File: config.mk
export PLATFORM = sky130hd
export DESIGN_NAME = decode_stage
export DESIGN_NICKNAME = d
export VERILOG_FILES = /design/src/rtl/decode_stage.sv
export SDC_FILE = /design/constraint.sdc
export NUM_CORES = 1
export LEC_CHECK = 0
export CORE_MARGIN = 2
export CORE_UTILIZATION = 42
export DETAILED_ROUTE_END_ITERATION = 10
export PLACE_DENSITY = 0.81
export SLEW_MARGIN = 20
export SYNTH_ARGS = -nofsm -noshare
export SYNTH_HDL_FRONTEND = slang
export SYNTH_SLANG_ARGS = --single-unit
File: constraint.sdc
create_clock -name clock -period 2.6 [get_ports clock]
set_input_delay 0.52 -clock clock [delete_from_list [all_inputs] [get_ports clock]]
set_output_delay 0.52 -clock clock [all_outputs]
set_load 0.1 [all_outputs]
File: src/rtl/decode_stage.sv
// RV32I ID stage: register-file addressing, writeback bypass, immediate generation,
// load-use bubble insertion and the ID/EX register with a valid/ready handshake.
module decode_stage #(
  parameter int DATA_WIDTH       = 32,
  parameter bit ENABLE_WB_BYPASS = 1'b1
) (
  input  logic                  clock,
  input  logic                  reset,
  input  logic                  if_valid,
  input  logic [31:0]           if_instruction,
  input  logic [31:0]           if_pc,
  output logic                  id_ready,
  input  logic                  flush,
  output logic [4:0]            read_register_1,
  output logic [4:0]            read_register_2,
  input  logic [DATA_WIDTH-1:0] read_data_1,
  input  logic [DATA_WIDTH-1:0] read_data_2,
  input  logic                  wb_register_write,
  input  logic [4:0]            wb_write_register,
  input  logic [DATA_WIDTH-1:0] wb_write_data,
  input  logic                  ex_ready,
  output logic                  ex_valid,
  output logic [31:0]           ex_pc,
  output logic [6:0]            ex_opcode,
  output logic [2:0]            ex_funct3,
  output logic [6:0]            ex_funct7,
  output logic [4:0]            ex_rd,
  output logic [DATA_WIDTH-1:0] ex_rs1_data,
  output logic [DATA_WIDTH-1:0] ex_rs2_data,
  output logic [DATA_WIDTH-1:0] ex_immediate,
  output logic                  ex_illegal
);

  typedef enum logic [6:0] {
    OP_LUI    = 7'b0110111,
    OP_AUIPC  = 7'b0010111,
    OP_JAL    = 7'b1101111,
    OP_JALR   = 7'b1100111,
    OP_BRANCH = 7'b1100011,
    OP_LOAD   = 7'b0000011,
    OP_STORE  = 7'b0100011,
    OP_IMM    = 7'b0010011,
    OP_REG    = 7'b0110011,
    OP_FENCE  = 7'b0001111,
    OP_SYSTEM = 7'b1110011
  } opcode_e;

  typedef struct packed {
    logic [31:0]           pc;
    logic [6:0]            opcode;
    logic [2:0]            funct3;
    logic [6:0]            funct7;
    logic [4:0]            rd;
    logic [DATA_WIDTH-1:0] rs1_data;
    logic [DATA_WIDTH-1:0] rs2_data;
    logic [DATA_WIDTH-1:0] imm;
    logic                  illegal;
  } idex_t;

  logic [6:0]            opcode;
  logic [4:0]            rs1_addr, rs2_addr;
  logic                  rs1_used, rs2_used, illegal;
  logic                  rs1_hit, rs2_hit;
  logic [DATA_WIDTH-1:0] rs1_data, rs2_data;
  logic [31:0]           imm32;
  logic                  hazard, advance;
  idex_t                 decoded, idex_d, idex_q;
  logic                  valid_d, valid_q;

  assign opcode          = if_instruction[6:0];
  assign rs1_addr        = if_instruction[19:15];
  assign rs2_addr        = if_instruction[24:20];
  assign read_register_1 = rs1_addr;
  assign read_register_2 = rs2_addr;

  assign rs1_used = opcode inside {OP_REG, OP_IMM, OP_LOAD, OP_STORE, OP_BRANCH, OP_JALR};
  assign rs2_used = opcode inside {OP_REG, OP_STORE, OP_BRANCH};
  assign illegal  = !(opcode inside {OP_LUI, OP_AUIPC, OP_JAL, OP_JALR, OP_BRANCH, OP_LOAD,
                                     OP_STORE, OP_IMM, OP_REG, OP_FENCE, OP_SYSTEM});

  // The writeback in flight this cycle has not reached the register file yet.
  assign rs1_hit  = ENABLE_WB_BYPASS && wb_register_write && (wb_write_register != 5'd0) &&
                    (wb_write_register == rs1_addr);
  assign rs2_hit  = ENABLE_WB_BYPASS && wb_register_write && (wb_write_register != 5'd0) &&
                    (wb_write_register == rs2_addr);
  assign rs1_data = (rs1_addr == 5'd0) ? '0 : (rs1_hit ? wb_write_data : read_data_1);
  assign rs2_data = (rs2_addr == 5'd0) ? '0 : (rs2_hit ? wb_write_data : read_data_2);

  always_comb begin
    // NOTE: default assigned first so every path drives imm32 and no latch is inferred.
    imm32 = '0;
    case (opcode)
      OP_IMM, OP_LOAD, OP_JALR:
        imm32 = {{20{if_instruction[31]}}, if_instruction[31:20]};
      OP_STORE:
        imm32 = {{20{if_instruction[31]}}, if_instruction[31:25], if_instruction[11:7]};
      OP_BRANCH:
        imm32 = {{19{if_instruction[31]}}, if_instruction[31], if_instruction[7],
                 if_instruction[30:25], if_instruction[11:8], 1'b0};
      OP_LUI, OP_AUIPC:
        imm32 = {if_instruction[31:12], 12'b0};
      OP_JAL:
        imm32 = {{11{if_instruction[31]}}, if_instruction[31], if_instruction[19:12],
                 if_instruction[20], if_instruction[30:21], 1'b0};
      default:
        imm32 = '0;
    endcase
  end

  always_comb begin
    decoded.pc       = if_pc;
    decoded.opcode   = opcode;
    decoded.funct3   = if_instruction[14:12];
    decoded.funct7   = if_instruction[31:25];
    decoded.rd       = (illegal || opcode == OP_STORE || opcode == OP_BRANCH) ? 5'd0
                                                                             : if_instruction[11:7];
    decoded.rs1_data = rs1_data;
    decoded.rs2_data = rs2_data;
    decoded.imm      = DATA_WIDTH'($signed(imm32));
    decoded.illegal  = illegal;
  end

  // A load in EX cannot forward its data in time; hold the consumer for one cycle.
  assign hazard   = valid_q && (idex_q.opcode == OP_LOAD) && (idex_q.rd != 5'd0) && if_valid &&
                    ((rs1_used && rs1_addr == idex_q.rd) || (rs2_used && rs2_addr == idex_q.rd));
  assign advance  = ex_ready || !valid_q;
  assign id_ready = flush || (advance && !hazard);

  always_comb begin
    valid_d = valid_q;
    idex_d  = idex_q;
    if (flush) begin
      valid_d = 1'b0;
    end else if (advance) begin
      if (hazard) begin
        valid_d = 1'b0;
      end else if (if_valid) begin
        valid_d = 1'b1;
        idex_d  = decoded;
      end else begin
        valid_d = 1'b0;
      end
    end
  end

  always_ff @(posedge clock or negedge reset) begin
    if (!reset) begin
      valid_q <= 1'b0;
      idex_q  <= '0;
    end else begin
      // NOTE: non-blocking so every register samples pre-edge values regardless of order.
      valid_q <= valid_d;
      idex_q  <= idex_d;
    end
  end

  assign ex_valid     = valid_q;
  assign ex_pc        = idex_q.pc;
  assign ex_opcode    = idex_q.opcode;
  assign ex_funct3    = idex_q.funct3;
  assign ex_funct7    = idex_q.funct7;
  assign ex_rd        = idex_q.rd;
  assign ex_rs1_data  = idex_q.rs1_data;
  assign ex_rs2_data  = idex_q.rs2_data;
  assign ex_immediate = idex_q.imm;
  assign ex_illegal   = idex_q.illegal;

endmodule

==> impl_metrics.json <==
{
  "rsz0062_at_grt": "yes",
  "worst_pin_slew_ns": 0.4795,
  "post-dp-hpwl_um": 17990,
  "r2r-start": "ex_rd[1]$_DFFE_PN0P_",
  "cpMaxStageDelayCell": "clkdlybuf4s50_1",
  "timing.rr.end": "ex_rs2_data[11]$_DFFE_PN0P_",
  "critPathCaptureType": "output pin",
  "path_cells": "clkdlybuf4s50_1 > nand3b_4 > a2111oi_4 > nand2_4 > a211oi_4 > nand2b_4 > nand2b_4 > buf_12",
  "hold_slack_ns": 0.4872,
  "p_sw_uw": 4413,
  "portBuffers": 333,
  "drc": 0,
  "clock_power_share": 0.262,
  "cts_tree": "done",
  "drt_wl_total_um": 25410,
  "ios": 334,
  "rows": 48,
  "switching_share": 0.4523,
  "r2r_cells": 9,
  "syn_avg_cell_area_um2": 11.52,
  "final_max_slew_viol_count": 0,
  "p_leak_uw": 0.005270,
  "fin_ws_ns": -0.2357,
  "antenna_found_initial": 0,
  "cp_data_required_time_ns": 2.08,
  "clk_path_buf_depth": 2,
  "die_area_um2": 18710,
  "ys_seq_area_frac": 0.5136,
  "gp_congestion": 0.8475,
  "utilization": 0.7036,
  "fmax_mhz": 352.7,
  "outcome": "finished with violations",
  "mappedNetlistArea_um2": 7406,
  "period_needed_ns": 2.836,
  "mostFrequentLayoutCells": "203 x buf_4, 166 x clkdlybuf4s50_1, 139 x dfrtp_1",
  "layout_commonest_cell": "buf_4",
  "grt-ovfl-total": 0,
  "setup-violations-final": 1,
  "die_x_um": 136.8,
  "drtAntennaViolNets": 0,
  "tns_ns": -0.2357,
  "synth_seq_cells": 152,
  "wl_per_cell_um": 20.39,
  "grt_pass1_wl_um": 36270,
  "start_util": 0.4282,
  "hold_viol": 0,
  "first_pass_iters": 4,
  "h-tree-depth": 4,
  "layout-drive-gt1-share": 0.3859,
  "clk_transition_reported_paths_ns": 0.06,
  "tritoncts.num_buffers": 17,
  "crit_top_cell": "nand2b_4",
  "syn_nets": 814,
  "ys_warn_count": 0,
  "grt_start_max_net_pins": 80,
  "netlist_instances": 643,
  "period_share": 1.091,
  "antenna_cells": 0,
  "viasPerCell": 5.480,
  "die_h_um": 136.8,
  "hold_path_class": "in2async",
  "relSlewSlack": 0.6721,
  "r2r_slack_ns": 0.02,
  "violations": "negative setup slack",
  "nNetsFinal": 1179,
  "intPower_uw": 5344,
  "drtIter0Drc": 317,
  "vdd_drop_max_mv": 0.5001,
  "finClkSkew_ns": 0.01196,
  "critPathMaxStageDelay_ns": 0.57,
  "synthArstFlopShare": 1.000,
  "fillers": 1269,
  "power-per-cell-area_nw_per_um2": 801.7,
  "clockRootBuffer": "clkbuf_16",
  "yosysUniqueCellTypes": 45,
  "core_um2": 17300,
  "synth_flop_cell": "dfrtp_1",
  "grt_pass1_vias": 6638,
  "cp_max_fo": 4,
  "clkSinkCount": 152,
  "syn_to_final_growth_pct": 64.33,
  "vias": 6828,
  "seqPwrFrac": 0.296,
  "start_kind": "input pin",
  "clk_latency_ns": 0.42,
  "grt_use_total": 0.2533,
  "critPathKind": "in2out",
  "drv_cap": 0,
  "cp.arrival_ns": 2.32,
  "synth_edf_count": 0,
  "p_comb_frac": 0.442
}
==> sequential cells by signal, indices dropped and copies added (netlist names) <==
| name | cells |
|---|---|
| ex_immediate | 32 |
| ex_valid | 1 |
| ex_rs1_data | 32 |
| ex_rd | 5 |
| ex_illegal | 1 |
| ex_opcode | 7 |
| ex_pc | 32 |
| ex_funct7 | 7 |
| ex_rs2_data | 32 |
| ex_funct3 | 3 |
==> worst max path at each step <==
stage	from	to	slack, ns	cells after the start
2_1_floorplan	ex_rd[2]$_DFFE_PN0P_	id_ready	0.009	6
3_3_place_gp	if_instruction[21]	ex_immediate[18]$_DFFE_PN0P_	-0.48	11
3_5_place_dp	if_instruction[21]	ex_immediate[22]$_DFFE_PN0P_	-0.50	11
4_1_cts	ex_rd[3]$_DFFE_PN0P_	id_ready	-0.21	8
5_1_grt	ex_rd[3]$_DFFE_PN0P_	id_ready	-0.29	8
6_report	if_instruction[1]	id_ready	-0.24	8
==> synth_stat cells, drive strengths merged (2+ instances only) <==
| cell type | instances | share of area |
|---|---|---|
| nor3 | 4 | 0.0027 |
| o21ai | 102 | 0.069 |
| dfrtp | 152 | 0.51 |
| a2111oi | 10 | 0.015 |
| mux2i | 75 | 0.10 |
| mux2 | 54 | 0.082 |
| nand3b | 2 | 0.0037 |
| nand2b | 4 | 0.0034 |
| or2 | 2 | 0.0017 |
| xnor2 | 8 | 0.0095 |
| nor4 | 5 | 0.0059 |
| inv | 21 | 0.011 |
| nor2 | 8 | 0.0041 |
| buf | 30 | 0.036 |
| nand3 | 2 | 0.0014 |
| xor2 | 12 | 0.014 |
| o31ai | 64 | 0.065 |
| or4 | 4 | 0.0041 |
| a21oi | 20 | 0.014 |
| clkbuf | 30 | 0.015 |
| a22o | 5 | 0.0059 |
| nand4 | 3 | 0.0025 |
| nand2 | 15 | 0.0076 |
==> final cells by class <==
type	instances	area (um^2)	area share
well taps	225	281.5	0.02313
flip-flops and latches	152	3827	0.3145
clock inverters	13	166.4	0.01367
multi-input cells	410	3481	0.2860
repair buffers	406	3892	0.3198
clock buffers	19	442.9	0.03639
inverters	21	78.83	0.006477
==> worst max-delay path: cells and delay by family <==
kind	cells	cell delay, ns
buffers and inverters	2	0.73
AO/OA/AOI/OAI	2	0.62
AND/OR/NAND/NOR	4	0.44
==> routing by layer <==
layer  vias to the layer above  GRT usage  routed length, um  share of wire
li1                       3089          -                  -              -
met1                      3379     0.3085               9810           0.39
met2                       311     0.4233              12650           0.50
met3                        49    0.08222               2258          0.089
met4                         0    0.08763                687          0.027
met5                         -          0                  0              0
==> what timing repair did <==
action	4_1_cts	5_1_grt
setup buffers	2	3
hold endpoints to repair	13	0
cloned	0	8
hold buffers	1	0
pin swaps	3	1
gates resized for setup	14	54
setup endpoints to repair	24	126
==> power by group through the flow <==
| stage | clock network [uW] | logic (uW) | registers, uW |
|---|---|---|---|
| after floorplan | 0 | 574 | 5340 |
| after global placement | 0 | 4140 | 2910 |
| after detailed placement | 0 | 4180 | 2930 |
| after CTS | 2610 | 4190 | 2890 |
| after global routing | 2710 | 4440 | 2930 |
| final | 2560 | 4310 | 2890 |
==> metrics by stage <==
step | power (uW) | std cells | cell area [um^2] | worst slack, ns
3_5_place_dp | 7102 | 1201 | 11020 | -0.4971
5_1_grt | 10080 | 1246 | 12170 | -0.2902
6_report | 9757 | 1246 | 12170 | -0.2357
2_1_floorplan | 5913 | 643 | 7447 | 0.008673
4_1_cts | 9691 | 1236 | 11720 | -0.2060
3_3_place_gp | 7056 | 1201 | 11020 | -0.4792
==> kinds of logic (layout without fill, tap and decap cells) <==
group           count (synthesis)  in the layout  share of synthesized area
compound gates                206            206                     0.1738
xor+xnor                       20             20                    0.02365
buf+inv                        81            459                    0.06251
flops                         152            152                     0.5136
mux                           129            129                     0.1835
simple gates                   55             55                    0.04292
Note: power is estimated with default switching activity, not from simulation.
